==> src/rtl/microwave_ctrl_if.sv <==
// Front-panel and status bundle for the microwave sequencing controller.
// The panel/bench side is the master (drives buttons, keys and the door
// switch); the controller is the slave (drives time, lamp, magnetron, status).
interface microwave_ctrl_if;
    logic [9:0]  keypad;
    logic        startn;
    logic        stopn;
    logic        clearn;
    logic        door_closed;
    logic [15:0] time_bcd;
    logic        mag_on;
    logic        lamp_on;
    logic        timer_done;
    logic [2:0]  state;

    modport master (
        output keypad, startn, stopn, clearn, door_closed,
        input  time_bcd, mag_on, lamp_on, timer_done, state
    );

    modport slave (
        input  keypad, startn, stopn, clearn, door_closed,
        output time_bcd, mag_on, lamp_on, timer_done, state
    );
endinterface

==> src/rtl/microwave_ctrl.sv <==
// Microwave oven sequencing controller: keypad entry of an MM:SS BCD cook
// time, start/stop/clear/door handling, and a 1 s BCD countdown while cooking.
module microwave_ctrl #(
    parameter int unsigned TICKS_PER_SEC = 100,
    parameter int unsigned PRESC_W       = 7
) (
    input  logic             clk,
    input  logic             resetn,
    microwave_ctrl_if.slave  bus
);

    typedef enum logic [2:0] {
        IDLE  = 3'd0,
        COOK  = 3'd1,
        PAUSE = 3'd2,
        DONE  = 3'd3
    } state_t;

    localparam logic [PRESC_W-1:0] PRESC_LAST = PRESC_W'(TICKS_PER_SEC - 1);

    state_t             state_q, state_d;
    logic [15:0]        time_q, time_d;
    logic [PRESC_W-1:0] presc_q, presc_d;
    logic               startn_h, stopn_h, clearn_h;
    logic [9:0]         keypad_h;
    logic               mag_q, lamp_q, done_q;

    logic               start_ev, stop_ev, clear_ev, key_ev;
    logic               key_one_hot;
    logic [3:0]         digit;

    // One cycle BCD decrement of MM:SS; seconds wrap 00 -> 59, minutes 10 -> 09.
    function automatic logic [15:0] bcd_dec(input logic [15:0] t);
        logic [3:0] mt, mu, st, su;
        {mt, mu, st, su} = t;
        if (su != 4'd0) begin
            su = su - 4'd1;
        end else begin
            su = 4'd9;
            if (st != 4'd0) begin
                st = st - 4'd1;
            end else begin
                st = 4'd5;
                if (mu != 4'd0) begin
                    mu = mu - 4'd1;
                end else begin
                    mu = 4'd9;
                    mt = mt - 4'd1;
                end
            end
        end
        return {mt, mu, st, su};
    endfunction

    // Edge detection on buttons and keypad; a key counts only as a clean one-hot after all-released.
    always_comb begin
        start_ev    = startn_h & ~bus.startn;
        stop_ev     = stopn_h  & ~bus.stopn;
        clear_ev    = clearn_h & ~bus.clearn;
        key_one_hot = (bus.keypad != '0) && ((bus.keypad & (bus.keypad - 10'd1)) == '0);
        key_ev      = key_one_hot && (keypad_h == '0);
        digit       = '0;
        for (int unsigned i = 0; i < 10; i++) begin
            if (bus.keypad[i]) digit = 4'(i);
        end
    end

    // Next state, time and prescaler; priority door-open > stop > clear > start > key.
    always_comb begin
        state_d = state_q;
        time_d  = time_q;
        presc_d = presc_q;
        case (state_q)
            IDLE: begin
                if (stop_ev) begin
                    state_d = IDLE;
                end else if (clear_ev) begin
                    time_d = '0;
                end else if (start_ev) begin
                    if (bus.door_closed && time_q != '0) begin
                        state_d = COOK;
                        presc_d = '0;
                    end
                end else if (key_ev) begin
                    time_d = {time_q[11:0], digit};
                end
            end
            COOK: begin
                if (!bus.door_closed || stop_ev) begin
                    state_d = PAUSE;
                end else if (presc_q == PRESC_LAST) begin
                    presc_d = '0;
                    time_d  = bcd_dec(time_q);
                    if (time_q == 16'h0001) state_d = DONE;
                end else begin
                    presc_d = presc_q + PRESC_W'(1);
                end
            end
            PAUSE: begin
                if (stop_ev || clear_ev) begin
                    state_d = IDLE;
                    time_d  = '0;
                    presc_d = '0;
                end else if (start_ev) begin
                    if (bus.door_closed) state_d = COOK;
                end else if (key_ev) begin
                    time_d = {time_q[11:0], digit};
                end
            end
            DONE: begin
                time_d = '0;
                if (!bus.door_closed || stop_ev || clear_ev || start_ev || key_ev) begin
                    state_d = IDLE;
                end
            end
            default: begin
                state_d = IDLE;
                time_d  = '0;
                presc_d = '0;
            end
        endcase
    end

    // State, history and registered outputs; outputs are derived from the next state.
    always_ff @(posedge clk) begin
        if (!resetn) begin
            state_q  <= IDLE;
            time_q   <= '0;
            presc_q  <= '0;
            startn_h <= 1'b1;
            stopn_h  <= 1'b1;
            clearn_h <= 1'b1;
            keypad_h <= '0;
            mag_q    <= 1'b0;
            lamp_q   <= 1'b0;
            done_q   <= 1'b0;
        end else begin
            state_q  <= state_d;
            time_q   <= time_d;
            presc_q  <= presc_d;
            startn_h <= bus.startn;
            stopn_h  <= bus.stopn;
            clearn_h <= bus.clearn;
            keypad_h <= bus.keypad;
            mag_q    <= (state_d == COOK);
            lamp_q   <= (state_d == COOK) || !bus.door_closed;
            done_q   <= (state_d == DONE);
        end
    end

    assign bus.time_bcd   = time_q;
    assign bus.mag_on     = mag_q;
    assign bus.lamp_on    = lamp_q;
    assign bus.timer_done = done_q;
    assign bus.state      = state_q;

endmodule

==> src/flat_wrapper.sv <==
// flat-port wrapper written by rule: the top's interface ports become plain ports
module microwave_ctrl_flat 
#(
    parameter int unsigned TICKS_PER_SEC = 100,
    parameter int unsigned PRESC_W       = 7
)
  (clk, resetn, bus_keypad, bus_startn, bus_stopn, bus_clearn, bus_door_closed, bus_time_bcd, bus_mag_on, bus_lamp_on, bus_timer_done, bus_state);
  microwave_ctrl_if bus_i ();
  input  logic clk;
  input  logic resetn;
  input wire logic [$bits(bus_i.keypad)-1:0] bus_keypad;
  input wire logic [$bits(bus_i.startn)-1:0] bus_startn;
  input wire logic [$bits(bus_i.stopn)-1:0] bus_stopn;
  input wire logic [$bits(bus_i.clearn)-1:0] bus_clearn;
  input wire logic [$bits(bus_i.door_closed)-1:0] bus_door_closed;
  output wire logic [$bits(bus_i.time_bcd)-1:0] bus_time_bcd;
  output wire logic [$bits(bus_i.mag_on)-1:0] bus_mag_on;
  output wire logic [$bits(bus_i.lamp_on)-1:0] bus_lamp_on;
  output wire logic [$bits(bus_i.timer_done)-1:0] bus_timer_done;
  output wire logic [$bits(bus_i.state)-1:0] bus_state;
  assign bus_i.keypad = bus_keypad;
  assign bus_i.startn = bus_startn;
  assign bus_i.stopn = bus_stopn;
  assign bus_i.clearn = bus_clearn;
  assign bus_i.door_closed = bus_door_closed;
  assign bus_time_bcd = bus_i.time_bcd;
  assign bus_mag_on = bus_i.mag_on;
  assign bus_lamp_on = bus_i.lamp_on;
  assign bus_timer_done = bus_i.timer_done;
  assign bus_state = bus_i.state;
  microwave_ctrl #(.TICKS_PER_SEC(TICKS_PER_SEC), .PRESC_W(PRESC_W)) u_core (.clk(clk), .resetn(resetn), .bus(bus_i));
endmodule
==> config.mk <==
export PLATFORM = sky130hd
export DESIGN_NAME = microwave_ctrl_flat
export DESIGN_NICKNAME = d
export VERILOG_FILES = /design/src/rtl/microwave_ctrl_if.sv /design/src/rtl/microwave_ctrl.sv /design/src/flat_wrapper.sv
export SDC_FILE = /design/constraint.sdc
export NUM_CORES = 1
export LEC_CHECK = 0
export CORE_UTILIZATION = 25
export CTS_CLUSTER_DIAMETER = 60
export DETAILED_ROUTE_END_ITERATION = 16
export PLACE_DENSITY = 0.54
export SLEW_MARGIN = 30
export SYNTH_ARGS = -nofsm -noshare
export SYNTH_HDL_FRONTEND = slang
export SYNTH_SLANG_ARGS = --single-unit
==> constraint.sdc <==
create_clock -name clk -period 2 [get_ports clk]
set_input_delay 0.2 -clock clk [delete_from_list [all_inputs] [get_ports clk]]
set_output_delay 0.2 -clock clk [all_outputs]
set_load 0.02 [all_outputs]
==> impl_metrics.env <==
export IMPL_root_buffer="clkbuf_8"
export IMPL_routabilityCongestion=0.8622
export IMPL_yosys_area_top_type="dfxtp_1"
export IMPL_wire_per_inst_um=15.57
export IMPL_worstPathArrival_ps=2300
export IMPL_dpl_instance_area_sq_um=3871
export IMPL_leakage_nw=1.653
export IMPL_max_freq_mhz=474.5
export IMPL_ys_async_sr_fraction_pct=0
export IMPL_grt_max_degree=20
export IMPL_synth_nets=359
export IMPL_crit_slowest_cell="or4_4"
export IMPL_yosysSeqAreaShare_pct=31.91
export IMPL_syn_cell_area_sq_um=2635
export IMPL_tns_ps=-671.1
export IMPL_dieHeight_um=104.7
export IMPL_design_area_sq_um=4439
export IMPL_ir_drop_mv=0.1948
export IMPL_setup_ws_ps=-107.4
export IMPL_criticalPathCategory="reg2reg"
export IMPL_yosysWarnings=0
export IMPL_crit_fanout=4
export IMPL_rows=37
export IMPL_grt_busiest_layer="met2"
export IMPL_synth_seq_cells=42
export IMPL_use_met3_pct=2.371
export IMPL_status="finished, violations left"
export IMPL_drt_iter0_drc=143
export IMPL_setup_viol=15
export IMPL_path_cells="nand4bb_4 > or4_4 > buf_6 > o31a_1 > buf_4 > a32oi_2 > o2bb2ai_2"
export IMPL_cap_violations=0
export IMPL_start_kind="flop"
export IMPL_start_util_pct=25.64
export IMPL_grt_pass1_wl_mm=14.89
export IMPL_port_buffers=37
export IMPL_synthCells=338
export IMPL_fin_cells=600
export IMPL_period_needed_ps=2107
export IMPL_dp_cells=578
export IMPL_htree_levels=2
export IMPL_grt_pass1_vias=3017
export IMPL_synth_edf_count=0
export IMPL_holdCritPathClass="in2reg"
export IMPL_drc_errors=0
export IMPL_grtUsageMet1_pct=21.95
export IMPL_numCtsBuffers=5
export IMPL_grt_ovfl_total=0
export IMPL_cts_tree="yes"
export IMPL_holdWs_ps=245.9
export IMPL_num_antenna_cells=0
export IMPL_cts_hold_fix_buffers=0
export IMPL_finalClockSkew_ps=9.778
export IMPL_fin_total_pwr_w=0.001762
export IMPL_dieArea_sq_um=10950
export IMPL_critPathMaxStageDelay_ps=550
export IMPL_antenna_found_initial=0
export IMPL_path_clk_slew_ps=90
export IMPL_cp_data_required_time_ps=2200
export IMPL_crit_path_end_kind="flop"
export IMPL_drive_gt1_share_pct=45.47
export IMPL_die_x_um=104.7
export IMPL_syn2layout_area_growth_pct=68.47
export IMPL_drtAntennaViolNets=0
export IMPL_vias=3093
export IMPL_final_nets=484
export IMPL_grt_usage_pct=16.90
export IMPL_violations="negative setup slack"
export IMPL_synthMostInstantiatedCell="dfxtp_1"
export IMPL_yosys_top_cells_area="dfxtp_1 (32%), a21oi_1 (5.3%), o21ai_0 (4.7%)"
export IMPL_drt_vias_per_instance=5.155
export IMPL_wirelength_mm=9.342
export IMPL_synth_top_cell_area_share_pct=31.91
export IMPL_synthTopCellsByCount="dfxtp_1 (42), a21oi_1 (28), nor2_1 (28)"
export IMPL_avgSynthCellArea_sq_um=7.796
export IMPL_synth_cell_types=68
export IMPL_ys_flop_type="dfxtp_1"
export IMPL_core_area_sq_um=10280
export IMPL_rsz0062_at_grt="true"
export IMPL_hold_violations=0
export IMPL_cts_sink_count=42
export IMPL_nFillCells=1055
export IMPL_gr_usage_met2_pct=28.43
export IMPL_hpwl_mm=6.665
export IMPL_drt_pass1_iterations=5
export IMPL_slew_violations=0
export IMPL_pwr_density_cell_nw_per_um2=396.9
export IMPL_finalCritPeriodShare_pct=105.4
export IMPL_cts_buffer_depth=2
export IMPL_io_pins=38
export IMPL_insertion_delay_ps=300
==> where the power goes <==
part,switching (W),internal [W],total (W)
clock,0.000327,0.000318,0.000645
combinational,0.000133,0.000132,0.000266
sequential,0.00000729,0.000845,0.000852
total,0.000467,0.00129,0.00176
==> what timing repair did <==
action	4_1_cts	5_1_grt
resized for setup	52	51
setup buffers	6	7
pin swaps	25	36
endpoints found under the setup margin	28	28
cloned	1	0
hold endpoints to repair	0	0
==> registers in the layout, indices dropped and copies added (netlist names) <==
register	flops
u_core.bus.lamp_on	1
u_core.bus.mag_on	1
u_core.bus.state	3
u_core.bus.time_bcd	16
u_core.bus.timer_done	1
u_core.clearn_h	1
u_core.keypad_h	10
u_core.presc_q	7
u_core.startn_h	1
u_core.stopn_h	1
==> through the flow <==
step / worst slack (ps) / util [%]
after global routing: -151.6 / 43.19
final: -107.4 / 43.19
after CTS: -95.71 / 41.05
after global placement: -552.0 / 37.67
after floorplan: -45.23 / -
after detailed placement: -580.4 / 37.67
==> layer usage <==
metal	vias to the layer above	routed length [um]
li1	1511	-
met1	1513	4276
met2	63	4655
met3	6	297
met4	0	113
met5	-	0
==> worst max-delay path, delay by kind of cell (launching register included) <==
family | cells | cell delay (ps)
buf+inv | 2 | 300
simple gates | 2 | 780
flops | 1 | 330
compound gates | 3 | 600
==> placed cells by master (no fill, tap or decap), drive strengths merged, types with 3 or more instances in the layout <==
| cell | n |
|---|---|
| a31oi | 8 |
| a2111oi | 3 |
| and3 | 7 |
| nand4 | 4 |
| a32oi | 3 |
| inv | 18 |
| or4 | 4 |
| or3b | 5 |
| dlygate4sd2 | 3 |
| clkdlybuf4s50 | 31 |
| nor2 | 28 |
| ha | 5 |
| o31ai | 3 |
| o21ai | 27 |
| nor4 | 9 |
| nand2b | 9 |
| nand3 | 12 |
| nand2 | 12 |
| clkbuf | 8 |
| nor2b | 5 |
| or3 | 4 |
| nor3 | 11 |
| a211oi | 10 |
| mux2 | 3 |
| dfxtp | 42 |
| a21oi | 28 |
| a311oi | 3 |
| and2 | 11 |
| buf | 103 |
| nor3b | 5 |
==> cell families (layout without fill, tap and decap cells) <==
family	Yosys count	in the layout	share of synthesized area [%]
AND/OR/NAND/NOR	134	135	29.15
adder cells (fa/ha/maj)	5	5	2.374
multiplexers	4	4	1.947
flip-flops	42	42	31.91
AO/OA/AOI/OAI	110	110	27.40
XOR/XNOR	1	1	0.3324
other	1	1	0.1423
buffers and inverters	41	166	6.743
==> layout make-up <==
| class | count | area, sq um | share of cell area, % |
|---|---|---|---|
| clock buffers | 6 | 93.84 | 2.114 |
| well taps | 136 | 170.2 | 3.833 |
| multi-input cells | 256 | 2048 | 46.14 |
| flip-flops and latches | 42 | 870.8 | 19.62 |
| repair buffers | 140 | 1171 | 26.38 |
| inverters | 18 | 75.07 | 1.691 |
| clock inverters | 2 | 10.01 | 0.2255 |
==> final timing paths <==
kind | to | start | cells past startpoint | slack, ps
setup / recovery | u_core.bus.time_bcd[14]$_SDFFE_PN0P_ | u_core.presc_q[3]$_SDFFE_PN0P_ | 7 | -110
hold / removal | u_core.keypad_h[2]$_SDFF_PN0_ | bus_keypad[2] | 3 | 250
setup reg to reg | u_core.bus.time_bcd[14]$_SDFFE_PN0P_ | u_core.presc_q[3]$_SDFFE_PN0P_ | 7 | -110
hold reg to reg | u_core.presc_q[6]$_SDFFE_PN0P_ | u_core.presc_q[6]$_SDFFE_PN0P_ | 2 | 490
(Power assumes the default switching activity.)
